## config.mk

```make
export PLATFORM = sky130hd
export DESIGN_NAME = ahb5_subordinate_mem
export DESIGN_NICKNAME = d
export VERILOG_FILES = /design/src/rtl/ahb5_subordinate_mem.sv
export SDC_FILE = /design/constraint.sdc
export NUM_CORES = 2
export LEC_CHECK = 0
export CAP_MARGIN = 5
export CORE_ASPECT_RATIO = 1.5
export CORE_MARGIN = 4
export CORE_UTILIZATION = 25
export DETAILED_ROUTE_END_ITERATION = 16
export GPL_ROUTABILITY_DRIVEN = 0
export PLACE_DENSITY = 0.36
export SLEW_MARGIN = 25
export SYNTH_ARGS = -nofsm -noshare
export SYNTH_HDL_FRONTEND = slang
export SYNTH_SLANG_ARGS = --single-unit
```

## constraint.sdc

```tcl
create_clock -name HCLK -period 4.8 [get_ports HCLK]
set_input_delay 0.96 -clock HCLK [delete_from_list [all_inputs] [get_ports HCLK]]
set_output_delay 0.96 -clock HCLK [all_outputs]
set_load 0.05 [all_outputs]
```

## src/rtl/ahb5_subordinate_mem.sv

```systemverilog
// AHB5 subordinate memory: MEM_DEPTH x DATA_WIDTH words, pipelined address/data phase, two-cycle ERROR.
// Define AHB_WAIT_STATE_EN to insert WAIT_CYCLES wait states before every valid data phase.
module ahb5_subordinate_mem #(
   parameter int unsigned DATA_WIDTH  = 32,
   parameter int unsigned ADDR_WIDTH  = 32,
   parameter int unsigned MEM_DEPTH   = 64,
   parameter int unsigned WAIT_CYCLES = 2
) (
   input  logic                  HCLK,
   input  logic                  HRESET,
   input  logic                  HSEL,
   input  logic [ADDR_WIDTH-1:0] HADDR,
   input  logic [1:0]            HTRANS,
   input  logic                  HWRITE,
   input  logic [2:0]            HSIZE,
   input  logic [DATA_WIDTH-1:0] HWDATA,
   input  logic                  HREADY,
   output logic                  HREADYOUT,
   output logic                  HRESP,
   output logic [DATA_WIDTH-1:0] HRDATA
);

   localparam int unsigned OFFSET = $clog2(MEM_DEPTH);
   localparam logic [ADDR_WIDTH-1:0] LIMIT = ADDR_WIDTH'(MEM_DEPTH * 4);

   typedef enum logic [2:0] {S_IDLE, S_WAIT, S_DATA, S_ERR1, S_ERR2} state_t;

   state_t                state_q, state_d;
   logic [OFFSET+1:0]     addr_q;
   logic                  write_q;
   logic [1:0]            size_q;
   logic [3:0]            be;
   logic [DATA_WIDTH-1:0] mem [MEM_DEPTH];
   logic                  can_accept, take, addr_err;
   state_t                valid_next;
   logic                  unused;

   assign unused = &{1'b0, HTRANS[0]};

   // Accepts are only honoured in states that drive HREADYOUT high.
   assign can_accept = (state_q == S_IDLE) || (state_q == S_DATA) || (state_q == S_ERR2);
   assign take       = can_accept && HSEL && HREADY && HTRANS[1];

   assign addr_err = (HADDR >= LIMIT) || (HSIZE > 3'b010) ||
                     ((HSIZE == 3'b001) && HADDR[0]) ||
                     ((HSIZE == 3'b010) && (HADDR[1:0] != 2'b00));

`ifdef AHB_WAIT_STATE_EN
   localparam int unsigned CW = (WAIT_CYCLES > 1) ? $clog2(WAIT_CYCLES) : 1;
   localparam logic [CW-1:0] CNT_LOAD = CW'((WAIT_CYCLES > 0) ? WAIT_CYCLES - 1 : 0);
   logic [CW-1:0] wait_cnt;

   assign valid_next = (WAIT_CYCLES > 0) ? S_WAIT : S_DATA;

   always_ff @(posedge HCLK) begin
      if (HRESET)
         wait_cnt <= '0;
      else if (take)
         wait_cnt <= CNT_LOAD;
      else if ((state_q == S_WAIT) && (wait_cnt != '0))
         wait_cnt <= wait_cnt - 1'b1;
   end
`else
   localparam int unsigned unused_wait = WAIT_CYCLES;
   assign valid_next = S_DATA;
`endif

   always_comb begin
      state_d   = state_q;
      HREADYOUT = 1'b1;
      HRESP     = 1'b0;
      case (state_q)
         S_IDLE, S_DATA, S_ERR2: begin
            HRESP   = (state_q == S_ERR2);
            state_d = S_IDLE;
            if (take) state_d = addr_err ? S_ERR1 : valid_next;
         end
`ifdef AHB_WAIT_STATE_EN
         S_WAIT: begin
            HREADYOUT = 1'b0;
            if (wait_cnt == '0) state_d = S_DATA;
         end
`endif
         S_ERR1: begin
            HREADYOUT = 1'b0;
            HRESP     = 1'b1;
            state_d   = S_ERR2;
         end
         default: state_d = S_IDLE;
      endcase
   end

   always_comb begin
      be = '0;
      case (size_q)
         2'b00:   be[addr_q[1:0]] = 1'b1;
         2'b01:   be = addr_q[1] ? 4'b1100 : 4'b0011;
         default: be = 4'b1111;
      endcase
   end

   assign HRDATA = ((state_q == S_DATA) && !write_q) ? mem[addr_q[OFFSET+1:2]] : '0;

   // Write commit uses the registered address; a new accept in the same cycle only updates addr_q afterwards.
   always_ff @(posedge HCLK) begin
      if (HRESET) begin
         state_q <= S_IDLE;
         addr_q  <= '0;
         write_q <= 1'b0;
         size_q  <= '0;
         for (int unsigned i = 0; i < MEM_DEPTH; i++) mem[i] <= '0;
      end else begin
         state_q <= state_d;
         if (take) begin
            addr_q  <= HADDR[OFFSET+1:0];
            write_q <= HWRITE;
            size_q  <= HSIZE[1:0];
         end
         if ((state_q == S_DATA) && write_q) begin
            for (int unsigned i = 0; i < 4; i++)
               if (be[i]) mem[addr_q[OFFSET+1:2]][8*i +: 8] <= HWDATA[8*i +: 8];
         end
      end
   end

endmodule

```

# After elaboration in Yosys (flattened, before gate mapping)
# Memory sizes are Yosys's and may differ from the RTL's. A register that Yosys moved wholly into a read port is not among the register bits.
# Index checks and enable logic that the tools add are counted.
# Widths: inputs -> output; s select.
[classes]
n_lt_le_gt_ge = 4
eq_ne = 6
muxes = 33
reduce_logical = 19
[op_table]
columns = ["cell", "count"]
rows = [
  ["$mux 32", 2],
  ["$ge 32x9->1 const B", 1],
  ["$reduce_or 32->1", 1],
  ["$mux 1", 21],
  ["$mux 6", 3],
  ["$eq 3x2->1 const B", 3],
  ["$logic_and 1x1->1", 8],
  ["$mux 4", 2],
  ["$pmux 4 s2", 1],
  ["$pmux 3 s2", 1],
  ["$logic_or 1x1->1", 5],
  ["$eq 3x1->1 const B", 1],
  ["$eq 3x3->1 const B", 1],
  ["$gt 3x2->1 const B", 1],
  ["$logic_not 3->1", 1],
  ["$lt 2x3->1 const B", 1],
  ["$reduce_or 3->1", 1],
  ["$demux 1 s2", 1],
  ["$eq 2x1->1 const B", 1],
  ["$ge 2x1->1 const B", 1],
  ["$logic_not 2->1", 1],
  ["$mux 2", 1],
  ["$pmux 1 s2", 1],
  ["$reduce_bool 2->1", 1],
  ["$logic_not 1->1", 1],
]
[totals]
reg_bits = 14
ram_bits = 2048
in_bits = 74
output_inout_bits = 34
wordCells = 67
n_memories = 1
[mem_list]
columns = ["memory", "words", "word_bits", "rd", "rd_clocked_by_memory_dff", "wr", "line", "source"]
rows = [
  ["mem", 64, 32, 1, 1, 64, "33", "logic [DATA_WIDTH-1:0] mem [MEM_DEPTH];"],
]

# Logic depth before layout (Yosys ltp)
[logic_depth]
ltp_word = 11
mapped_depth = 11
mapped_depth_nobuf = 5

# Least setup slack after synthesis
# Ideal clock, no wire load.
[synth_timing]
kind = "register to output"
from = "register (tool-made name)"
to = "output port HRDATA[0]"
arrival_time_ns = 3.002
path_slack_ns = 0.838
stages_incl_launch_ff = 10
cell_sequence = "dfxtp_1 -> buf_2 -> buf_2 -> buf_2 -> buf_2 -> buf_1 -> nand2_1 -> nand3_1 -> nand3_1 -> a221oi_1"
[synth_rtl]
columns = ["element", "line", "source"]
rows = [
  ["end, declared", "20", "output logic [DATA_WIDTH-1:0] HRDATA"],
]

==> flow_summary.json <==
{
  "p_sw_share_pct": 23.86,
  "holdWs_ns": 0.5373,
  "drive_gt1_share_pct": 24.54,
  "wl_per_cell_um": 32.16,
  "nFillCells": 38412,
  "p_total_mw": 40.50,
  "cts_buffers": 229,
  "rsz0062_at_grt": "true",
  "mappedNetlistArea_um2": 96530,
  "crit_type": "flip-flop to output pin",
  "pwr-share-comb_pct": 6.8,
  "grt_usage_pct": 18.98,
  "avgSynthCellArea_um2": 14.83,
  "std_cell_rows": 279,
  "dieArea_um2": 396300,
  "powerDensity_nw_per_um2": 353.6,
  "crit_path_end_kind": "output pin",
  "tightest_slew_ns": 1.213,
  "finClkSkew_ns": 0.06040,
  "yosys-top-cells-count": "edfxtp_1 (2048), and2_1 (1034), and3_1 (1034), mux4_2 (507), clkbuf_1 (501)",
  "cts_root_buffer": "clkbuf_16",
  "hpwl_um": 258000,
  "cap_violations": 0,
  "drc_errors": 0,
  "p_int_mw": 30.84,
  "ys_ff_latch": 2068,
  "ios": 108,
  "firstDrtPassIters": 6,
  "coreArea_um2": 384700,
  "slew_headroom_pct": 18.50,
  "p_leak_nw": 43.66,
  "start_kind": "flip-flop",
  "ys_types": 64,
  "regArea_um2": 61920,
  "grt_pass1_wl_um": 524600,
  "start_util_pct": 25.09,
  "cts_tree": "built",
  "seq_area_frac_synth_pct": 64.13,
  "finalCritPeriodShare_pct": 99.68,
  "cp.arrival_ns": 3.82,
  "slew_violations": 0,
  "r2r_cells": 4,
  "yosysWarnings": 0,
  "final_antenna_net_count": 0,
  "p_sw_mw": 9.664,
  "htreeDepth": 4,
  "status": "completed",
  "setup_viol": 0,
  "grt_max_degree": 145,
  "synth_area_leader_cell": "edfxtp_1",
  "synth_area_leaders": "edfxtp_1 (64%), mux4_2 (12%), and2_1 (6.7%)",
  "dp_slack_ns": 0.2665,
  "synth_top_flop_cell": "edfxtp_1",
  "finalNetCount": 6787,
  "r2r_slack_ns": 1.35,
  "synth_edf_count": 2048,
  "synth_most_common_cell": "edfxtp_1",
  "grt-ovfl-total": 0,
  "antenna_found_initial": 18,
  "wirelength_um": 384600,
  "synth_top_area_share_pct": 63.71,
  "io_buffer_count": 106,
  "critPathRequiredTime_ns": 3.84,
  "layout_min_cycle_time_ns": 4.785,
  "setup_ws_ns": 0.01543,
  "area_growth_pct": 18.68,
  "hold_class": "flip-flop to flip-flop",
  "chipHeight_um": 769.0,
  "die_x_um": 515.4,
  "power_frac_clock_pct": 42.4,
  "cts.path.max_buffers": 4,
  "syn_nets": 6582,
  "critPathMaxFanout": 29,
  "finalHoldViolCount": 0,
  "r2r-end": "mem[24][16]",
  "vias": 57945,
  "pwr-share-seq_pct": 50.8,
  "min_path_cells": 2,
  "max_freq_mhz": 209.0,
  "cts_sinks": 2068,
  "clk_latency_ns": 0.93,
  "peakVddDrop_mv": 0.3149,
  "min_from": "size_q[0]",
  "clk_pin_slew_ns": 0.07,
  "r2r_start": "addr_q[3]",
  "synthArstFlopShare_pct": 0,
  "multiInputGateArea_um2": 32580,
  "via_per_inst": 4.845,
  "min_to": "size_q[0]",
  "drt-initial-drc-count": 5024,
  "final_util_pct": 29.78,
  "synthCells": 6508,
  "grt_pass1_vias": 60587
}
registers in the layout, indices dropped and copies added (netlist names), named ones only:
signal,count
addr_q,8
write_q,1
state_q,3
size_q,2
mem,2048
per-layer routing:
| layer | vias to the layer above | wire [um] | global-route usage, % | share of wire (%) |
|---|---|---|---|---|
| met5 | - | 60 | 0 | 0.016 |
| met3 | 433 | 12910 | 1.902 | 3.4 |
| met4 | 10 | 12360 | 5.482 | 3.2 |
| met2 | 1342 | 209400 | 36.03 | 54 |
| li1 | 25149 | - | - | - |
| met1 | 31011 | 149800 | 22.43 | 39 |
cell type report:
cell class	instances	share of cell area [%]
Multi-Input combinational cell	3764	28.43
Timing Repair Buffer	646	5.893
Clock inverter	122	0.7951
Inverter	4	0.03058
Antenna cell	10	0.02184
Clock buffer	287	5.248
Sequential cell	2068	54.05
Tap cell	5058	5.524
worst max path at each step:
| stage | start | end | slack (ns) | cells past startpoint |
|---|---|---|---|---|
| CTS | flip-flop | HRDATA[22] | -0.08 | 8 |
| global route | flip-flop | HRDATA[29] | -0.05 | 8 |
| detailed placement | flip-flop | HRDATA[4] | 0.27 | 9 |
| finish | flip-flop | HRDATA[22] | 0.02 | 8 |
| floorplan | flip-flop | HRDATA[0] | 0.84 | 9 |
| global placement | flip-flop | HRDATA[28] | 0.12 | 9 |
per-stage QoR:
stage / cells / TNS [ns] / instance area, um2
after floorplan: 6508 / 0 / 96530
after global placement: 11427 / 0 / 105000
after detailed placement: 11430 / 0 / 105100
after CTS: 11927 / -0.3409 / 114200
after global routing: 11950 / -0.1026 / 114500
final: 11959 / 0 / 114600
layout by cell type, fill, tap and decap left out, drive strengths merged, types with 39 or more instances in the layout:
cell and count:
a21o 129, a22oi 45, nor3 49, nor2 217, clkinv 103, edfxtp 2048, and2 1037, nand2 172
clkbuf 288, or2 132, mux4 507, clkdlybuf4s50 41, mux2i 155, a21oi 39, buf 598, and3 1034
critical path: stages, from the launching register on:
cell and delay, ns:
dfxtp_4 0.39, buf_12 0.13, buf_12 0.10, buf_16 0.25, mux4_2 0.59, mux4_2 0.56
o211ai_1 0.49, nor2_4 0.14, buf_8 0.18
logic make-up after synthesis:
logic type	synth area share, %
AO/OA/AOI/OAI	2.723
buffers and inverters	2.968
flip-flops	64.13
multiplexers	13.59
AND/OR/NAND/NOR	16.59
power groups by stage:
stage | clock [mW] | combinational, mW | sequential [mW]
6_report | 17.2 | 2.77 | 20.6
5_1_grt | 18.2 | 2.90 | 20.6
4_1_cts | 17.6 | 2.85 | 20.6
3_5_place_dp | 0 | 2.67 | 21.0
3_3_place_gp | 0 | 2.66 | 21.0
2_1_floorplan | 0 | 1.36 | 20.8
timing repair:
action                     4_1_cts  5_1_grt
gates cloned                    12        1
setup endpoints to repair       32       17
gates resized for setup        218       18
pin swaps                       21        8
setup buffers                   77       22
hold buffers                     0        0
Note: power is estimated with default switching activity, not from simulation.
